<file path="src/rtl/affine_ctrl_vars_gen.sv">
// affine_ctrl_vars_gen: schedule-driven 4-deep affine loop-nest walker feeding one ub port.
// AFFINE_CTRL_LAST_EN adds a 'last' output flagging the final iteration's enable.
module affine_ctrl_vars_gen #(
   parameter int NUM_DIMS = 4,
   parameter int VAR_W    = 16,
   parameter int TIME_W   = 32
) (
   input  logic                       clk,
   input  logic                       rst_n,
   input  logic                       flush,
   input  logic                       start,
   input  logic                       stall,
   input  logic [NUM_DIMS*VAR_W-1:0]  extent,
   input  logic [NUM_DIMS*TIME_W-1:0] time_stride,
   input  logic [TIME_W-1:0]          offset,
   output logic                       valid,
   output logic [NUM_DIMS*VAR_W-1:0]  ctrl_vars,
   output logic                       busy,
   output logic                       done,
   output logic                       error
`ifdef AFFINE_CTRL_LAST_EN
   ,
   output logic                       last
`endif
);
   localparam int KW = (NUM_DIMS > 1) ? $clog2(NUM_DIMS) : 1;

   typedef enum logic [1:0] {IDLE, RUN, FIN} state_t;

   state_t                            state;
   logic [NUM_DIMS-1:0][VAR_W-1:0]    ext, idx, nidx;
   logic [NUM_DIMS-1:0][TIME_W-1:0]   stride, tb, ntb;
   logic [TIME_W-1:0]                 cnt, cnt_nx, base;
   logic [KW-1:0]                     kb;
   logic                              found, any_zero;

   assign ext       = extent;
   assign stride    = time_stride;
   assign ctrl_vars = idx;
   assign busy      = state == RUN;
   assign done      = state == FIN;
   assign cnt_nx    = cnt + TIME_W'(1);
   assign valid     = busy && !stall && (cnt >= tb[NUM_DIMS-1]);
`ifdef AFFINE_CTRL_LAST_EN
   assign last      = valid && !found;
`endif

   // Odometer: kb is the innermost dimension still below its extent
   always_comb begin
      found    = 1'b0;
      kb       = '0;
      any_zero = 1'b0;
      for (int d = 0; d < NUM_DIMS; d++) begin
         if (idx[d] != ext[d] - VAR_W'(1)) begin
            found = 1'b1;
            kb    = KW'(d);
         end
         if (ext[d] == '0) any_zero = 1'b1;
      end
      base = tb[kb] + stride[kb];
      nidx = idx;
      ntb  = tb;
      for (int d = 0; d < NUM_DIMS; d++) begin
         if (d >= int'(kb)) begin
            nidx[d] = (d == int'(kb)) ? idx[d] + VAR_W'(1) : '0;
            ntb[d]  = base;
         end
      end
   end

   always_ff @(posedge clk or negedge rst_n) begin
      if (!rst_n) begin
         state <= IDLE;
         idx   <= '0;
         tb    <= '0;
         cnt   <= '0;
         error <= 1'b0;
      end else if (flush) begin
         state <= IDLE;
         idx   <= '0;
         tb    <= '0;
         cnt   <= '0;
         error <= 1'b0;
      end else if (state != RUN && start) begin
         state <= any_zero ? FIN : RUN;
         idx   <= '0;
         tb    <= {NUM_DIMS{offset}};
         cnt   <= '0;
         error <= 1'b0;
      end else if (state == RUN && !stall) begin
         cnt <= cnt_nx;
         if (valid) begin
            if (!found) begin
               state <= FIN;
            end else begin
               idx <= nidx;
               tb  <= ntb;
               // Late iteration still fires next cycle; only flag it
               if (ntb[NUM_DIMS-1] <= cnt_nx) error <= 1'b1;
            end
         end
      end
   end
endmodule

</file>
<file path="config.mk">
export PLATFORM = sky130hd
export DESIGN_NAME = affine_ctrl_vars_gen
export DESIGN_NICKNAME = d
export VERILOG_FILES = /design/src/rtl/affine_ctrl_vars_gen.sv
export SDC_FILE = /design/constraint.sdc
export NUM_CORES = 1
export LEC_CHECK = 0
export ABC_AREA = 1
export BUFFER_PORTS_ARGS = -buffer_cell sky130_fd_sc_hd__buf_2
export CORE_MARGIN = 5
export CORE_UTILIZATION = 40
export CTS_CLUSTER_DIAMETER = 100
export DETAILED_ROUTE_END_ITERATION = 6
export GPL_ROUTABILITY_DRIVEN = 0
export PLACE_DENSITY = 0.61
export SYNTH_ARGS = -nofsm -noshare
export SYNTH_HDL_FRONTEND = slang
export SYNTH_SLANG_ARGS = --single-unit
</file>
<file path="constraint.sdc">
create_clock -name clk -period 7.9 [get_ports clk]
set_clock_uncertainty 0.15 [all_clocks]
set_input_delay 0.395 -clock clk [delete_from_list [all_inputs] [get_ports clk]]
set_output_delay 0.395 -clock clk [all_outputs]
set_load 0.03 [all_outputs]
</file>
# ---- Word-level counts from Yosys, hierarchy flattened
# Index checks and enable logic that the tools add are counted.
dict set report op_classes {
  add_sub_neg 10
  n_mul 0
  div 0
  order_cmp 6
  eq_ne 11
  shifts 0
  mux 50
  bitwise 0
  n_reduce_logical 22
}
# cell count
set op_table {}
lappend op_table {{$mux 128} 5}
lappend op_table {{$mux 64} 5}
lappend op_table {{$mux 32} 8}
lappend op_table {{$bmux 32 s2} 2}
lappend op_table {{$mux 16} 7}
lappend op_table {{$add 16x1->16 const B} 4}
lappend op_table {{$logic_not 16->1} 4}
lappend op_table {{$ne 16x16->1} 4}
lappend op_table {{$sub 16x1->16 const B} 4}
lappend op_table {{$add 32x1->32 const B} 1}
lappend op_table {{$add 32x32->32} 1}
lappend op_table {{$ge 32x32->1} 1}
lappend op_table {{$le 32x32->1} 1}
lappend op_table {{$reduce_bool 3->1} 7}
lappend op_table {{$mux 2} 8}
lappend op_table {{$reduce_and 4->1} 4}
lappend op_table {{$mux 1} 15}
lappend op_table {{$reduce_and 3->1} 2}
lappend op_table {{$eq 2x2->1 const A} 2}
lappend op_table {{$ge 1x2->1 const A} 2}
lappend op_table {{$logic_and 1x1->1} 3}
lappend op_table {{$lt 2x3->1 const B} 1}
lappend op_table {{$ne 3x2->1 const B} 1}
lappend op_table {{$eq 1x2->1 const A} 1}
lappend op_table {{other kinds (6)} 6}
dict set report totals {
  ff_bits 227
  latchBits 0
  ramBits 0
  romBits 0
  inputBits 229
  out_inout_bits 68
  mem_count 0
}

# ---- Logic depth before layout (Yosys ltp)
# Gate-level depths: netlist of the first run.
dict set report logic_depth {
  ltp_word 15
  depth_mapped 44
}

# ---- Worst setup path before layout of the first run
# Ideal clock, no wire load.
dict set report synth_timing {
  path_kind {input -> register}
  startpoint {input port extent[32]}
  endpoint {register error}
  setup_time_ps 125
  arrival_time_ps 5323
  slack_ps 2302
  stages 42
  path_buffers 2
  path_cell_list {inv_1 > ha_1 > nand2_1 > nor2_1 > nand3_1 > nand2_1 > nand2_1 > nand2_1 > inv_2 > nand2_1 > nor2_2 > nand3_4 > nor2_8 > nand2_8 > clkbuf_1 > clkbuf_1 > o21ai_0 > ha_1 > [... 6 more ...] > nand2_1 > inv_1 > o21ai_0 > a21oi_1 > inv_1 > a21o_1 > nand2_1 > nand2_1 > nand2_1 > nand2_1 > ha_1 > nand4_1 > nor3_1 > nor4b_1 > nand2_1 > a32o_1 > nand2_1 > a21oi_1}
}
dict set report synth_via {
  elab_chain_cells 10
  elab_cells_between_ends 15
}
# item line_no
set synth_rtl {}
lappend synth_rtl {{start, declared} 13} ;# input logic [NUM_DIMS*VAR_W-1:0] extent,
lappend synth_rtl {{$sub 16x1->16 (*)} 54} ;# if (idx[d] != ext[d] - VAR_W'(1)) begin
lappend synth_rtl {{$ne 16x16->1 (*)} 54}
lappend synth_rtl {{$mux 2 (2 in a row)} 54}
lappend synth_rtl {{$bmux 32 s2} 60} ;# base = tb[kb] + stride[kb];
lappend synth_rtl {{$mux 32 (implied by the code)} 60}
lappend synth_rtl {{$add 32x32->32} 60}
lappend synth_rtl {{$le 32x32->1} 99} ;# if (ntb[NUM_DIMS-1] <= cnt_nx) error <= 1'b1;
lappend synth_rtl {{$reduce_bool 3->1 (no source line)} -}
lappend synth_rtl {{$reduce_and 4->1 (no source line) (*)} -}
lappend synth_rtl {{end signal, assigned} 77} ;# error <= 1'b0;
lappend synth_rtl {{end signal, assigned} 83} ;# error <= 1'b0;
lappend synth_rtl {{end signal, assigned} 99}
lappend synth_rtl {{end, declared} 20} ;# output logic error
# Mark *: on every way between the ends. The rest lies on a longest branch, timed or not. The select of a mux whose other input is x is not followed.
# A chain may end at the register's enable or synchronous reset.

# ---- Worst setup path in the final report of the first run
dict set report layout_timing {
  startpoint {register idx (netlist bit ctrl_vars[52])}
  endpoint {register error}
}
dict set report layout_via {
  elab_chain_cells 8
  elab_cells_between_ends 12
}
# item line_no
set layout_rtl {}
lappend layout_rtl {{start, declared} 31} ;# logic [NUM_DIMS-1:0][VAR_W-1:0] ext, idx, nidx;
lappend layout_rtl {{start signal, assigned} 96} ;# idx <= nidx;
lappend layout_rtl {{$ne 16x16->1 (*)} 54}
lappend layout_rtl {{$mux 2} 54}
lappend layout_rtl {{$bmux 32 s2} 60}
lappend layout_rtl {{$mux 32 (implied by the code)} 60}
lappend layout_rtl {{$add 32x32->32} 60}
lappend layout_rtl {{$le 32x32->1} 99}
lappend layout_rtl {{$reduce_bool 3->1 (no source line)} -}
lappend layout_rtl {{$reduce_and 4->1 (no source line) (*)} -}
# Marks and branches as above.

==> impl_metrics.tcl, run 1 <==
set metrics [dict create \
    status "complete, no violations" \
    fin_area_um2 21300 \
    grt_pass1_vias 18600 \
    cts.repair.resized 0 \
    syn-cell-area_um2 18500 \
    slew_headroom_pct 30.7 \
    cp_common_cell "nand2_1" \
    period_minus_slack_ns 6.95 \
    layout.cells.non_filler 3563 \
    grt_overflow 0 \
    hold-worst-slack_ns 0.0590 \
    die_height_um 225 \
    ioPinCount 297 \
    rows 78 \
    rsz0062_at_grt "false" \
    drt_wl_total_mm 64.0 \
    core_um2 45600 \
    reg2reg_to "error" \
    synth_top_area_share_pct 30.7 \
    report.power.total_mw 3.88 \
    fin_ws_ns 0.953 \
    synth_edf_count 0 \
    area_growth_pct 15.3 \
    yosys_warnings 0 \
    ir_drop_v 0.000133 \
    synth_ff_type "dfrtp_1" \
    powerDensity_nw_per_um2 182 \
    dr.pass1.iters 6 \
    grt_max_degree 85 \
    cts-buffers-inserted 26 \
    cp-start-kind "flop" \
    port_buffers 296 \
    grt_usage_pct 24.4 \
    clkSinkCount 227 \
    finalHoldViolCount 0 \
    fin_setup_tns_ns 0 \
    hold_end "state[0]" \
    crit_path_end_kind "flop" \
    r2r_start "ctrl_vars[52]" \
    hp-class "in2reg" \
    final_common_cell "nand2_1" \
    cts_buffer_depth 3 \
    path_clk_slew_ns 0.06 \
    syn_inst 2686 \
    routed-via-count 19200 \
    reg2reg_setup_slack_ns 0.95 \
    die_w_um 225 \
    dpl_cell_area_um2 20400 \
    worst-setup-path-type "reg2reg" \
    dp_slack_ns 0.542 \
    dp_hpwl_mm 48.7 \
    synth_cell_types 60 \
    regArea_um2 5680 \
    ant_nets 0 \
    antenna_cells 0 \
    yosysTopAreaCell "dfrtp_1" \
    avgSynthCellArea_um2 6.89 \
    yosysSeqAreaShare_pct 30.7 \
    slew_viol_final 0 \
    wl_per_cell_um 17.9 \
    layout_common_cells "579 x nand2_1, 376 x inv_1, 295 x buf_2" \
    synth_area_leaders "dfrtp_1 31%, nand2_1 12%, inv_1 7.6%" \
    htreeDepth 1 \
    whs_path_depth 2 \
    multi_input_area_um2 10900 \
    dieArea_um2 50700 \
    syn_nets 3023 \
    ys_async_sr_fraction_pct 100 \
    place_inst 3516 \
    cpMaxStageDelayCell "nand2_2" \
    fillerInstances 4613 \
    hold_start "flush" \
    antenna_found_initial 0 \
    finalCritPeriodShare_pct 87.9 \
    drc 0 \
    worst_pin_slew_ns 1.04 \
    worstPathMaxFanout 22 \
    cts-root-buf "clkbuf_16" \
    p_leak_nw 10.5 \
    max_freq_mhz 144 \
    worst-r2r-cell-count 40 \
    vias_per_cell 5.38 \
    setup-violations-final 0 \
    post-cts-setup-buffers 0 \
    worst_ep_required_time_ns 8.16 \
    clkLatencyLatePin_ns 0.54 \
    synth_seq_cells 227 \
    initialDrtViolationCount 1564 \
    grt_pass1_wl_mm 100 \
    fin_util_pct 46.8 \
    final_nets 3282 \
    layout-drive-gt1-share_pct 15.1 \
    arrival_ns 7.21 \
    start_util_pct 40.6 \
    cap_violations 0 \
    critical-path-max-stage-delay_ns 0.46 \
    cts_tree "built" \
]
==> layer usage <==
metal	track usage [%]	vias up	part of all wire [%]
met3	3.53	96	7.2
met4	5.15	0	2.2
met2	40.8	667	46
met1	33.8	9000	45
li1	-	9422	-
met5	0	-	0
==> registers in the layout (all words and copies together) (netlist names) <==
| name | cells |
|---|---|
| state | 2 |
| tb | 128 |
| ctrl_vars | 64 |
| cnt | 32 |
| error | 1 |
==> worst max-delay path by stage <==
stage                              from     to  slack [ns]  depth (start not counted)
final                     ctrl_vars[52]  error        0.95                         40
after global routing      ctrl_vars[52]  error        0.45                         37
after CTS                 ctrl_vars[48]  error        1.05                         37
after detailed placement     extent[32]  error        0.54                         42
after global placement       extent[32]  error        0.75                         39
after floorplan              extent[32]  error        2.30                         42
==> worst max-delay path: cells and delay by family (launching register included) <==
kind / cells / cell delay [ns]
AO/OA/AOI/OAI: 6 / 1.11
buffers and inverters: 4 / 0.69
adder cells (fa/ha/maj): 3 / 0.94
AND/OR/NAND/NOR: 27 / 3.47
flip-flops: 1 / 0.42
==> cells in the mapped netlist (26+ instances only) <==
| master | number |
|---|---|
| xnor2_1 | 26 |
| o21ai_0 | 132 |
| dfrtp_1 | 227 |
| a221oi_1 | 26 |
| nor3_1 | 79 |
| xor2_1 | 88 |
| ha_1 | 107 |
| nand3_1 | 159 |
| o21ai_1 | 104 |
| a21oi_1 | 90 |
| o22ai_1 | 100 |
| nand4_1 | 55 |
| inv_1 | 377 |
| or2_2 | 32 |
| nor2_1 | 280 |
| nand2_1 | 581 |
| clkbuf_1 | 35 |
==> logic make-up after synthesis <==
group	synth area share, %
simple gates	30.1
fa+ha+maj	7.34
xor+xnor	5.40
flops	30.7
buf+inv	10.3
compound gates	16.1
==> final cells by class <==
type,instances,area share (%)
well taps,600,3.52
multi-input cells,1991,51.2
clock inverters,8,0.569
clock buffers,38,3.64
repair buffers,309,7.46
flip-flops and latches,227,26.6
inverters,390,6.93
==> power breakdown <==
part,internal (mW),switching [mW],leakage [nW],total (mW)
clock,0.776,0.501,0.440,1.28
sequential,1.29,0.0628,3.03,1.36
combinational,0.439,0.811,7.06,1.25
==> timing repair <==
item | in CTS | in global routing
setup endpoints to repair | 0 | 0
hold buffers | 1 | 0
hold endpoints to repair | 82 | 0
Power figures use the tool's default switching activity.
==> run 2, diff against run 1 <==
Settings changed: CELL_PAD_IN_SITES_DETAIL_PLACEMENT set to 2, CELL_PAD_IN_SITES_GLOBAL_PLACEMENT set to 2, CORE_UTILIZATION 40 to 35, PLACE_DENSITY 0.61 to 0.89.
==> run 2 against run 1 <==
Effect of this change:
- utilization decreased by 5.7 points
- cell area increased by 1.1%
- combinational power increased by 14%
- sequential share of layout area decreased by 0.28 points
- sequential power about the same
- register-to-register slack got worse by 0.57 ns
- via count increased by 9.1%
- wire length increased by 39%
- non-clock buffer count increased by 1
- global-route usage increased by 5.2 points
==> impl_metrics.tcl, run 2 (synthesis gave the netlist of run 1 again) <==
set metrics [dict create \
    fin_setup_tns_ns 0 \
    path_clk_slew_ns 0.07 \
    cp-start-kind "input port" \
    seqPwrFrac_pct 32.4 \
    swShare_pct 38.6 \
    arrival_ns 7.88 \
    worst-setup-path-type "in2reg" \
    crit_start "extent[32]" \
    finalCritPeriodShare_pct 95.8 \
    cp_common_cell "nand2_1" \
    vias_per_cell 5.72 \
    core_um2 52400 \
    final_common_cell "nand2_1" \
    rows 84 \
    reg2reg_setup_slack_ns 0.38 \
    worstPathMaxFanout 21 \
    clkLatencyLatePin_ns 0.59 \
    worst_pin_slew_ns 1.19 \
    r2r_start "ctrl_vars[41]" \
    die_w_um 240 \
    cap_violations 0 \
    report.power.total_mw 4.25 \
    cts-buffers-inserted 28 \
    largest_reg_flops 128 \
    crit_path_end_kind "flop" \
    rsz0062_at_grt "false" \
    ir_drop_v 0.000125 \
    area_growth_pct 16.5 \
    status "complete, no violations" \
    p_sw_mw 1.64 \
    reg2reg_to "error" \
    clkSinkCount 227 \
    cts_buffer_depth 3 \
    crit_path_end "error" \
    power.clock.fraction_pct 34.0 \
    setup-violations-final 0 \
    multi_input_area_um2 10900 \
    grt_max_degree 121 \
    grt_overflow 0 \
    drt_wl_total_mm 88.9 \
    slew_headroom_pct 20.8 \
    hp-class "in2reg" \
    period_minus_slack_ns 7.57 \
    ant_nets 0 \
    p_int_mw 2.61 \
    wl_per_cell_um 24.3 \
    worst_ep_required_time_ns 8.21 \
    finalHoldViolCount 0 \
    final_nets 3285 \
    layout_common_cells "579 x nand2_1, 376 x inv_1, 295 x buf_2" \
    initialDrtViolationCount 1067 \
    dr.pass1.iters 6 \
    start_util_pct 35.3 \
    drc 0 \
    dieArea_um2 57600 \
    port_buffers 296 \
    die_height_um 240 \
    largest-register "tb" \
    routed-via-count 20900 \
    worst-r2r-cell-count 37 \
    whs_path_depth 3 \
    fillerInstances 6236 \
    cts-root-buf "clkbuf_16" \
    powerDensity_nw_per_um2 197 \
    antenna_found_initial 3 \
    p_leak_nw 10.6 \
    slew_viol_final 0 \
    cpMaxStageDelayCell "ha_1" \
    grt_usage_pct 29.6 \
    critical-path-max-stage-delay_ns 0.48 \
    grt_pass1_vias 23700 \
    cts_tree "built" \
    htreeDepth 1 \
    combPwrFrac_pct 33.7 \
    layout-drive-gt1-share_pct 15.3 \
    grt_pass1_wl_mm 136 \
    regArea_um2 5680 \
    dp_hpwl_mm 62.9 \
    max_freq_mhz 132 \
    fin_util_pct 41.1 \
    ioPinCount 297 \
]
## run 2: what timing repair did
action	in CTS	in global routing
setup endpoints to repair	0	1
hold endpoints to repair	118	0
setup buffers	0	0
hold buffers	1	0
gates resized for setup	0	1
## run 2: routing by layer
layer | GRT usage, % | wire length, um
met5 | 0 | 0
met4 | 11.4 | 3790
met3 | 4.74 | 4750
met2 | 54.1 | 44800
met1 | 34.8 | 35500
## run 2: how the worst min path moves through the flow
stage          slack [ns]  startpoint        to
6_report             0.06  offset[23]    tb[87]
3_5_place_dp         0.32      tb[87]    tb[87]
2_1_floorplan       -0.05       rst_n    cnt[0]
3_3_place_gp         0.31       tb[4]     tb[4]
4_1_cts              0.02       flush  state[0]
5_1_grt              0.05       flush  state[0]
## run 2: power groups by stage
stage	Clock (mW)	Combinational, mW	Sequential (mW)
global route	1.50	1.55	1.38
global placement	0	1.23	1.37
detailed placement	0	1.33	1.38
floorplan	0	0.860	1.36
CTS	1.45	1.41	1.37
finish	1.44	1.43	1.37
## run 2: cell type report
cell class | instances | area share [%]
timing repair buffer | 310 | 7.47
clock inverter | 14 | 0.929
multi-input combinational | 1991 | 50.7
antenna | 3 | 0.0348
tap | 688 | 3.99
inverter | 390 | 6.86
sequential | 227 | 26.3
clock buffer | 36 | 3.63
## run 2: stage by stage
stage	instances	setup WS (ns)	hold slack [ns]	cell area, um2
2_1_floorplan	2686	2.30	-0.0506	18500
3_5_place_dp	3605	0.297	0.325	20600
4_1_cts	3656	0.344	0.0196	21500
3_3_place_gp	3605	0.722	0.308	20600
6_report	3659	0.329	0.0562	21600
5_1_grt	3658	0.00789	0.0514	21600
## run 2: worst max-delay path: cells and delay by family
| kind | cells | cell delay (ns) |
|---|---|---|
| and+or+nand+nor | 27 | 3.94 |
| AOI/OAI and AO/OA | 5 | 1.37 |
| adders and majority gates | 3 | 1.16 |
| buffers and inverters | 6 | 1.00 |
